==> src/rtl/rv32i_types.sv <==
// Shared types for the memory responder: the arbiter states and the port selector.
package rv32i_types;

  typedef enum logic [1:0] {
    ARB_IDLE,
    ARB_ISSUE,
    ARB_RESP
  } mem_resp_state_t;

  typedef enum logic {
    SEL_IMEM,
    SEL_DMEM
  } port_sel_t;

  localparam logic [31:0] WORD_ALIGN_MASK = 32'hFFFF_FFFC;

endpackage

==> src/rtl/req_slot.sv <==
// One-entry capture slot for a memory request; capture wins over clear so a
// port can hand over a new request in the same cycle its response issues.
module req_slot (
  input  logic        clk,
  input  logic        rst,
  input  logic        capture,
  input  logic        clear,
  input  logic [31:0] req_addr,
  input  logic [3:0]  req_rmask,
  input  logic [3:0]  req_wmask,
  input  logic [31:0] req_wdata,
  output logic        valid,
  output logic [31:0] addr,
  output logic [3:0]  rmask,
  output logic [3:0]  wmask,
  output logic [31:0] wdata
);

  always_ff @(posedge clk) begin
    if (rst) begin
      valid <= 1'b0;
      addr  <= 32'h0;
      rmask <= 4'h0;
      wmask <= 4'h0;
      wdata <= 32'h0;
    end else if (capture) begin
      valid <= 1'b1;
      addr  <= req_addr;
      rmask <= req_rmask;
      wmask <= req_wmask;
      wdata <= req_wdata;
    end else if (clear) begin
      valid <= 1'b0;
    end
  end

endmodule

==> src/rtl/mem_responder.sv <==
// Arbitrates an instruction port and a data port onto one backing memory port,
// one transaction at a time. Valid/ready: bmem_req holds with a stable command
// until bmem_ack; each resp is a single-cycle pulse with its rdata valid alongside.
module mem_responder
  import rv32i_types::*;
#(
  parameter int unsigned IMEM_FIRST = 0
) (
  input  logic            clk,
  input  logic            rst,
  input  logic [31:0]     imem_addr,
  input  logic [3:0]      imem_rmask,
  output logic [31:0]     imem_rdata,
  output logic            imem_resp,
  input  logic [31:0]     dmem_addr,
  input  logic [3:0]      dmem_rmask,
  input  logic [3:0]      dmem_wmask,
  input  logic [31:0]     dmem_wdata,
  output logic [31:0]     dmem_rdata,
  output logic            dmem_resp,
  output logic [31:0]     bmem_addr,
  output logic            bmem_req,
  output logic            bmem_we,
  output logic [3:0]      bmem_wmask,
  output logic [31:0]     bmem_wdata,
  input  logic [31:0]     bmem_rdata,
  input  logic            bmem_ack,
  output mem_resp_state_t state
);

  mem_resp_state_t cur_state, next_state;
  port_sel_t       winner, next_winner;

  logic        i_valid, d_valid;
  logic [31:0] i_addr, d_addr, i_wdata, d_wdata;
  logic [3:0]  i_rmask, d_rmask, i_wmask, d_wmask;
  logic        i_cap, d_cap, i_pend, d_pend;

  logic [31:0] sel_addr, sel_wdata;
  logic [3:0]  sel_rmask, sel_wmask;
  logic        issuing;
  logic [31:0] imem_rdata_q, dmem_rdata_q;

  // A busy slot only accepts a new request while its own response is issuing.
  assign i_cap  = !rst && (imem_rmask != 4'h0) && (!i_valid || imem_resp);
  assign d_cap  = !rst && ((dmem_rmask | dmem_wmask) != 4'h0) && (!d_valid || dmem_resp);
  assign i_pend = i_valid || i_cap;
  assign d_pend = d_valid || d_cap;

  req_slot u_imem_slot (
    .clk       (clk),
    .rst       (rst),
    .capture   (i_cap),
    .clear     (imem_resp),
    .req_addr  (imem_addr),
    .req_rmask (imem_rmask),
    .req_wmask (4'h0),
    .req_wdata (32'h0),
    .valid     (i_valid),
    .addr      (i_addr),
    .rmask     (i_rmask),
    .wmask     (i_wmask),
    .wdata     (i_wdata)
  );

  req_slot u_dmem_slot (
    .clk       (clk),
    .rst       (rst),
    .capture   (d_cap),
    .clear     (dmem_resp),
    .req_addr  (dmem_addr),
    .req_rmask (dmem_rmask),
    .req_wmask (dmem_wmask),
    .req_wdata (dmem_wdata),
    .valid     (d_valid),
    .addr      (d_addr),
    .rmask     (d_rmask),
    .wmask     (d_wmask),
    .wdata     (d_wdata)
  );

  always_ff @(posedge clk) begin
    if (rst) begin
      cur_state <= ARB_IDLE;
      winner    <= SEL_IMEM;
    end else begin
      cur_state <= next_state;
      winner    <= next_winner;
    end
  end

  // Incoming requests count as pending so a fresh request reaches bmem one cycle later.
  always_comb begin
    next_state  = cur_state;
    next_winner = winner;
    case (cur_state)
      ARB_IDLE: begin
        if (i_pend && d_pend) begin
          next_winner = (IMEM_FIRST != 0) ? SEL_IMEM : SEL_DMEM;
          next_state  = ARB_ISSUE;
        end else if (i_pend) begin
          next_winner = SEL_IMEM;
          next_state  = ARB_ISSUE;
        end else if (d_pend) begin
          next_winner = SEL_DMEM;
          next_state  = ARB_ISSUE;
        end
      end
      ARB_ISSUE: begin
        if (bmem_ack) next_state = ARB_RESP;
      end
      ARB_RESP: begin
        // The other port goes first so neither can starve; a same-cycle
        // re-request from the winner is otherwise issued without an idle bubble.
        if (winner == SEL_IMEM && d_pend) begin
          next_winner = SEL_DMEM;
          next_state  = ARB_ISSUE;
        end else if (winner == SEL_DMEM && i_pend) begin
          next_winner = SEL_IMEM;
          next_state  = ARB_ISSUE;
        end else if ((winner == SEL_IMEM && i_cap) || (winner == SEL_DMEM && d_cap)) begin
          next_state = ARB_ISSUE;
        end else begin
          next_state = ARB_IDLE;
        end
      end
      default: next_state = ARB_IDLE;
    endcase
  end

  assign sel_addr  = (winner == SEL_IMEM) ? i_addr  : d_addr;
  assign sel_rmask = (winner == SEL_IMEM) ? i_rmask : d_rmask;
  assign sel_wmask = (winner == SEL_IMEM) ? i_wmask : d_wmask;
  assign sel_wdata = (winner == SEL_IMEM) ? i_wdata : d_wdata;
  assign issuing   = (cur_state == ARB_ISSUE);

  assign bmem_req   = issuing;
  assign bmem_addr  = issuing ? (sel_addr & WORD_ALIGN_MASK) : 32'h0;
  assign bmem_we    = issuing && (sel_wmask != 4'h0);
  assign bmem_wmask = issuing ? sel_wmask : 4'h0;
  assign bmem_wdata = issuing ? sel_wdata : 32'h0;

  // A request with any write byte is a store and returns zero data.
  always_ff @(posedge clk) begin
    if (rst) begin
      imem_rdata_q <= 32'h0;
      dmem_rdata_q <= 32'h0;
    end else if (issuing && bmem_ack) begin
      if (winner == SEL_IMEM) imem_rdata_q <= bmem_rdata;
      else dmem_rdata_q <= ((sel_rmask != 4'h0) && (sel_wmask == 4'h0)) ? bmem_rdata : 32'h0;
    end
  end

  assign imem_resp  = (cur_state == ARB_RESP) && (winner == SEL_IMEM);
  assign dmem_resp  = (cur_state == ARB_RESP) && (winner == SEL_DMEM);
  assign imem_rdata = imem_rdata_q;
  assign dmem_rdata = dmem_rdata_q;
  assign state      = cur_state;

endmodule

==> config.mk <==
export PLATFORM = sky130hd
export DESIGN_NAME = mem_responder
export DESIGN_NICKNAME = d
export VERILOG_FILES = /design/src/rtl/rv32i_types.sv /design/src/rtl/req_slot.sv /design/src/rtl/mem_responder.sv
export SDC_FILE = /design/constraint.sdc
export NUM_CORES = 1
export LEC_CHECK = 0
export ABC_AREA = 1
export BUFFER_PORTS_ARGS = -buffer_cell sky130_fd_sc_hd__buf_2
export CORE_UTILIZATION = 40
export CTS_CLUSTER_DIAMETER = 80
export DETAILED_ROUTE_END_ITERATION = 6
export PLACE_DENSITY = 0.64
export SKIP_CTS_REPAIR_TIMING = 1
export SYNTH_ARGS = -nofsm -noshare
export SYNTH_HDL_FRONTEND = slang
export SYNTH_SLANG_ARGS = --single-unit
==> constraint.sdc <==
create_clock -name clk -period 2.7 [get_ports clk]
set_input_delay 0.405 -clock clk [delete_from_list [all_inputs] [get_ports clk]]
set_output_delay 0.405 -clock clk [all_outputs]
set_load 0.03 [all_outputs]
Word level (Yosys, flattened, before mapping) --
Cells that the tools add are included.
Cells by class: muxes and demuxes 26, equality and inequality tests 5, bitwise gates (word level) 2, reduce and logical (&&, ||, !) cells 35
Operators by type and width (count):
- two-way mux 32 bit | 5
- nonzero test 4 bit | 4
- logical AND 1 bit | 14
- two-way mux 1 bit | 12
- two-way mux 4 bit | 3
- two-way mux 2 bit | 4
- case mux 2 bit (3 select lines) | 1
- AND reduction 2 bit | 3
- nonzero test 2 bit | 3
- logical OR 1 bit | 5
- zero test 4 bit | 1
- != test 4 bit (second input constant) | 1
- bitwise OR 4 bit | 1
- zero test 1 bit | 3
- != test 3 bit (second input constant) | 1
- AND reduction 3 bit | 1
- equality test 2 x 1 -> 1 bit (second input constant) | 1
- equality test 2 bit (second input constant) | 1
- zero test 2 bit | 1
- != test 2 bit (second input constant) | 1
- case mux 1 bit (2 select lines) | 1
- inverter 1 bit | 1
Word-level totals: flip-flop bits (word level) 177

Depth between registers and ports, before layout --
depth in word-level cells 10, depth in mapped cells 11, mapped depth without buffers 11

Hierarchy --
From an unflattened synthesis, not the netlist that was laid out.
Second synthesis, totals: cells, all modules 1214, area, all modules 9322.7 µm²
Modules (own cells, without submodules):
- req_slot | cells each 316, area each 2810.2 µm², instances 2, seq. area each 1461.4 µm²
- mem_responder | cells each 582, area each 3702.3 µm², instances 1, seq. area each 1341.3 µm²

Least setup slack after synthesis --
No wires, ideal clock.
path type reg2out, from register cur_state[0] (netlist: state[0]), to output bmem_addr[22], data arrival time 1.909 ns, stages on the path, launching flop included 6, path buffers 1, slack 0.386 ns, cell sequence dfxtp_1 -> inv_2 -> nor2_4 -> clkbuf_1 -> o21ai_0 -> a21oi_1
On the way: cells in the longest elaborated chain, start to end 2
Ends and longest elaborated chain:
- from (decl) | line mem_responder.sv:31 | mem_resp_state_t cur_state, next_state;
- from (signal assigned) | line mem_responder.sv:87 | cur_state <= next_state;
- equality test 2 x 1 -> 1 bit | line mem_responder.sv:135 | assign issuing = (cur_state == ARB_ISSUE);
- named net bmem_req | line mem_responder.sv:22 | output logic bmem_req,
- two-way mux 32 bit | line mem_responder.sv:138 | assign bmem_addr = issuing ? (sel_addr & WORD_ALIGN_MASK) : 32'h0;
- to (decl) | line mem_responder.sv:21 | output logic [31:0] bmem_addr,
The timed path passes the listed nets, and every way through them passes these cells.

Worst setup path after layout --
from register cur_state[0] (netlist: state[0]), to output bmem_addr[3]
On the way: cells in the longest elaborated chain, start to end 2
Ends and longest elaborated chain (line):
- equality test 2 x 1 -> 1 bit | mem_responder.sv:135
- two-way mux 32 bit | mem_responder.sv:138
No other way between the ends.

==> flow_summary.yaml <==
status:
  status: "completed"
logic_synthesis:
  ys.flop_type: "dfxtp_1"
  synth-seq-area-share_pct: 51.1
  yosysMostFrequentCell: "dfxtp_1"
  ys_warn_count: 0
  synth_top_area_share_pct: 51.1
  synth-async-reset-ratio_pct: 0
  synth_seq_cells: 173
  syn_avg_cell_area_um2: 7.38
  synth_top_area_cell: "dfxtp_1"
  synth_edf_count: 0
  synth_cell_types: 24
  synth_common_cells: "173 x dfxtp_1, 159 x o21ai_0, 130 x a21oi_1"
  synthCells: 919
  syn_area_um2: 6780
  synth.area.top_cells: "dfxtp_1 51%, o21ai_0 12%, a21oi_1 9.6%"
detailed_routing:
  wire_per_inst_um: 13.3
  drtPass1Iterations: 4
  drt-vias-per-instance: 4.80
  drt_iter0_drc: 324
  route.detailed.drc: 0
  via_count: 6670
  drt-total-wl_um: 18500
  ant_nets: 0
worst_setup_path:
  cpPeakStageDelay_ns: 0.40
  required_ns: 2.30
  worstSetupEndpointType: "primary output"
  setup.worst_path.class: "reg -> out"
  critPathTopFamily: "buffers and inverters"
  crit_fanout: 32
  cp_slowest_cell: "dfxtp_1"
  crit_chain: "inv_2 > nor2_4 > buf_4 > o21ai_0 > a21oi_1 > buf_2"
  crit_buf_inv: 3
  start_kind: "register"
  cp.arrival_ns: 1.89
sta:
  finalCritPeriodShare_pct: 85.2
  setup_slack_ns: 0.400
  min_period_ns: 2.30
  totalNegativeSetupSlack_ns: 0
  setup-violations-final: 0
  rsz0062_at_grt: "false"
  relSlewSlack_pct: 60.2
  finalClockSkew_ns: 0.0168
  slew_violations: 0
  hold_ws_ns: 0.182
  worstMarginPinSlew_ns: 0.596
  final-hold-violation-count: 0
  fmax_mhz: 435
finish:
  fillers: 1731
  drive_above_1_share_pct: 28.1
  stdcell_count: 1389
  final_util_pct: 53.2
  design_area_um2: 8820
  final_nets: 1298
  syn2layout_area_growth_pct: 30.0
power:
  p_sw_share_pct: 30.0
  powerDensity_nw_per_um2: 711
  total_power_mw: 6.27
  peakVddDrop_mv: 0.434
  p_leak_nw: 4.36
  p_sw_mw: 1.88
  p_int_mw: 4.39
  pwr-share-clk_pct: 37.2
  seqPwrFrac_pct: 45.3
  pwr-share-comb_pct: 17.5
die:
  fp.dieW_um: 132
  core_area_um2: 16600
  start_util_pct: 40.9
  dieHeight_um: 132
  die_area_um2: 17500
  num_rows: 47
  io_pins: 281
global_route:
  grt_pass1_wl_um: 29800
  track_usage_pct: 21.0
  grt_pass1_vias: 6103
  overflow: 0
  grt_antenna_before_repair: 2
  grt_max_degree: 142
placed_design:
  gp_congestion: 0.782
  portBuffers: 274
  dp.cells: 1356
  place_area_um2: 8260
  post-dp-hpwl_um: 12200
  dp_slack_ns: 0.684
clock_network:
  cts_max_level: 4
  clk_latency_ns: 0.42
  clockBufferDepth: 2
  cts_tree: "done"
  clock-root-buffer: "clkbuf_16"
  cts.sinks: 173
  cts_buffers: 17
  clkSlewWorstSetupHoldPaths_ns: 0.06
flow_run:
  cap_violations: 0
hold_path:
  holdCritPathClass: "in -> reg"
[kinds of logic after synthesis]
family          count (synthesis)  synth area share, %
compound gates                298                 22.0
buf+inv                       157                 9.37
flops                         173                 51.1
other cells                     1               0.0553
simple gates                  290                 17.5
[final timing paths]
path	startpoint	to	slack (ns)	depth (start not counted)
worst min-delay path	imem_addr[26]	u_imem_slot.addr[26]	0.18	3
worst min register to register	u_dmem_slot.wdata[6]	u_dmem_slot.wdata[6]	0.45	2
worst max register to register	winner	dmem_rdata[11]	0.72	6
worst max-delay path	state[0]	bmem_addr[3]	0.40	6
[layout make-up]
type                    instances  area [µm²]  area share [%]
flip-flops and latches        173        3460            39.3
multi-input cells             590        2700            30.6
repair buffers                285        1490            16.9
clock buffers                  19         443            5.02
inverters                      88         333            3.77
well taps                     220         275            3.12
clock inverters                12         114            1.29
diodes                          2        5.00          0.0567
[layout by cell type (no fill, tap or decap), drive strengths merged]
cell	instances
a21oi	131
buf	285
bufinv	1
clkbuf	19
clkinv	4
clkinvlp	4
conb	2
dfxtp	173
diode	2
inv	91
nand2	124
nand3	45
nand4	2
nor2	115
nor3	3
nor4	1
o21ai	167
[flip-flops by register name, indices dropped and copies added, names as in the netlist]
name               flops
dmem_rdata            32
imem_rdata            32
u_dmem_slot.wdata     32
u_dmem_slot.addr      30
u_imem_slot.addr      30
u_dmem_slot.rmask      4
u_dmem_slot.wmask      4
u_imem_slot.rmask      4
state                  2
u_dmem_slot.valid      1
u_imem_slot.valid      1
winner                 1
[tightest hold or removal path, delay by kind of cell]
family,cells,cell delay (ns)
simple gates,2,0.09
buf+inv,1,0.07
[power groups by stage]
stage | clock network, mW | logic (mW) | registers, mW
global placement | 0 | 1.10 | 2.89
finish | 2.33 | 1.10 | 2.84
global route | 2.51 | 1.22 | 2.86
CTS | 2.41 | 1.11 | 2.84
floorplan | 0 | 0.640 | 3.00
detailed placement | 0 | 1.11 | 2.90
[metal layers]
layer / up-vias / global-route usage [%] / wire, µm
li1: 3453 / - / -
met1: 3000 / 26.0 / 8270
met2: 190 / 34.0 / 8500
met3: 27 / 6.81 / 1390
met4: 0 / 7.66 / 366
met5: - / 0 / 0
No activity file was read; power rests on OpenSTA's default activity.
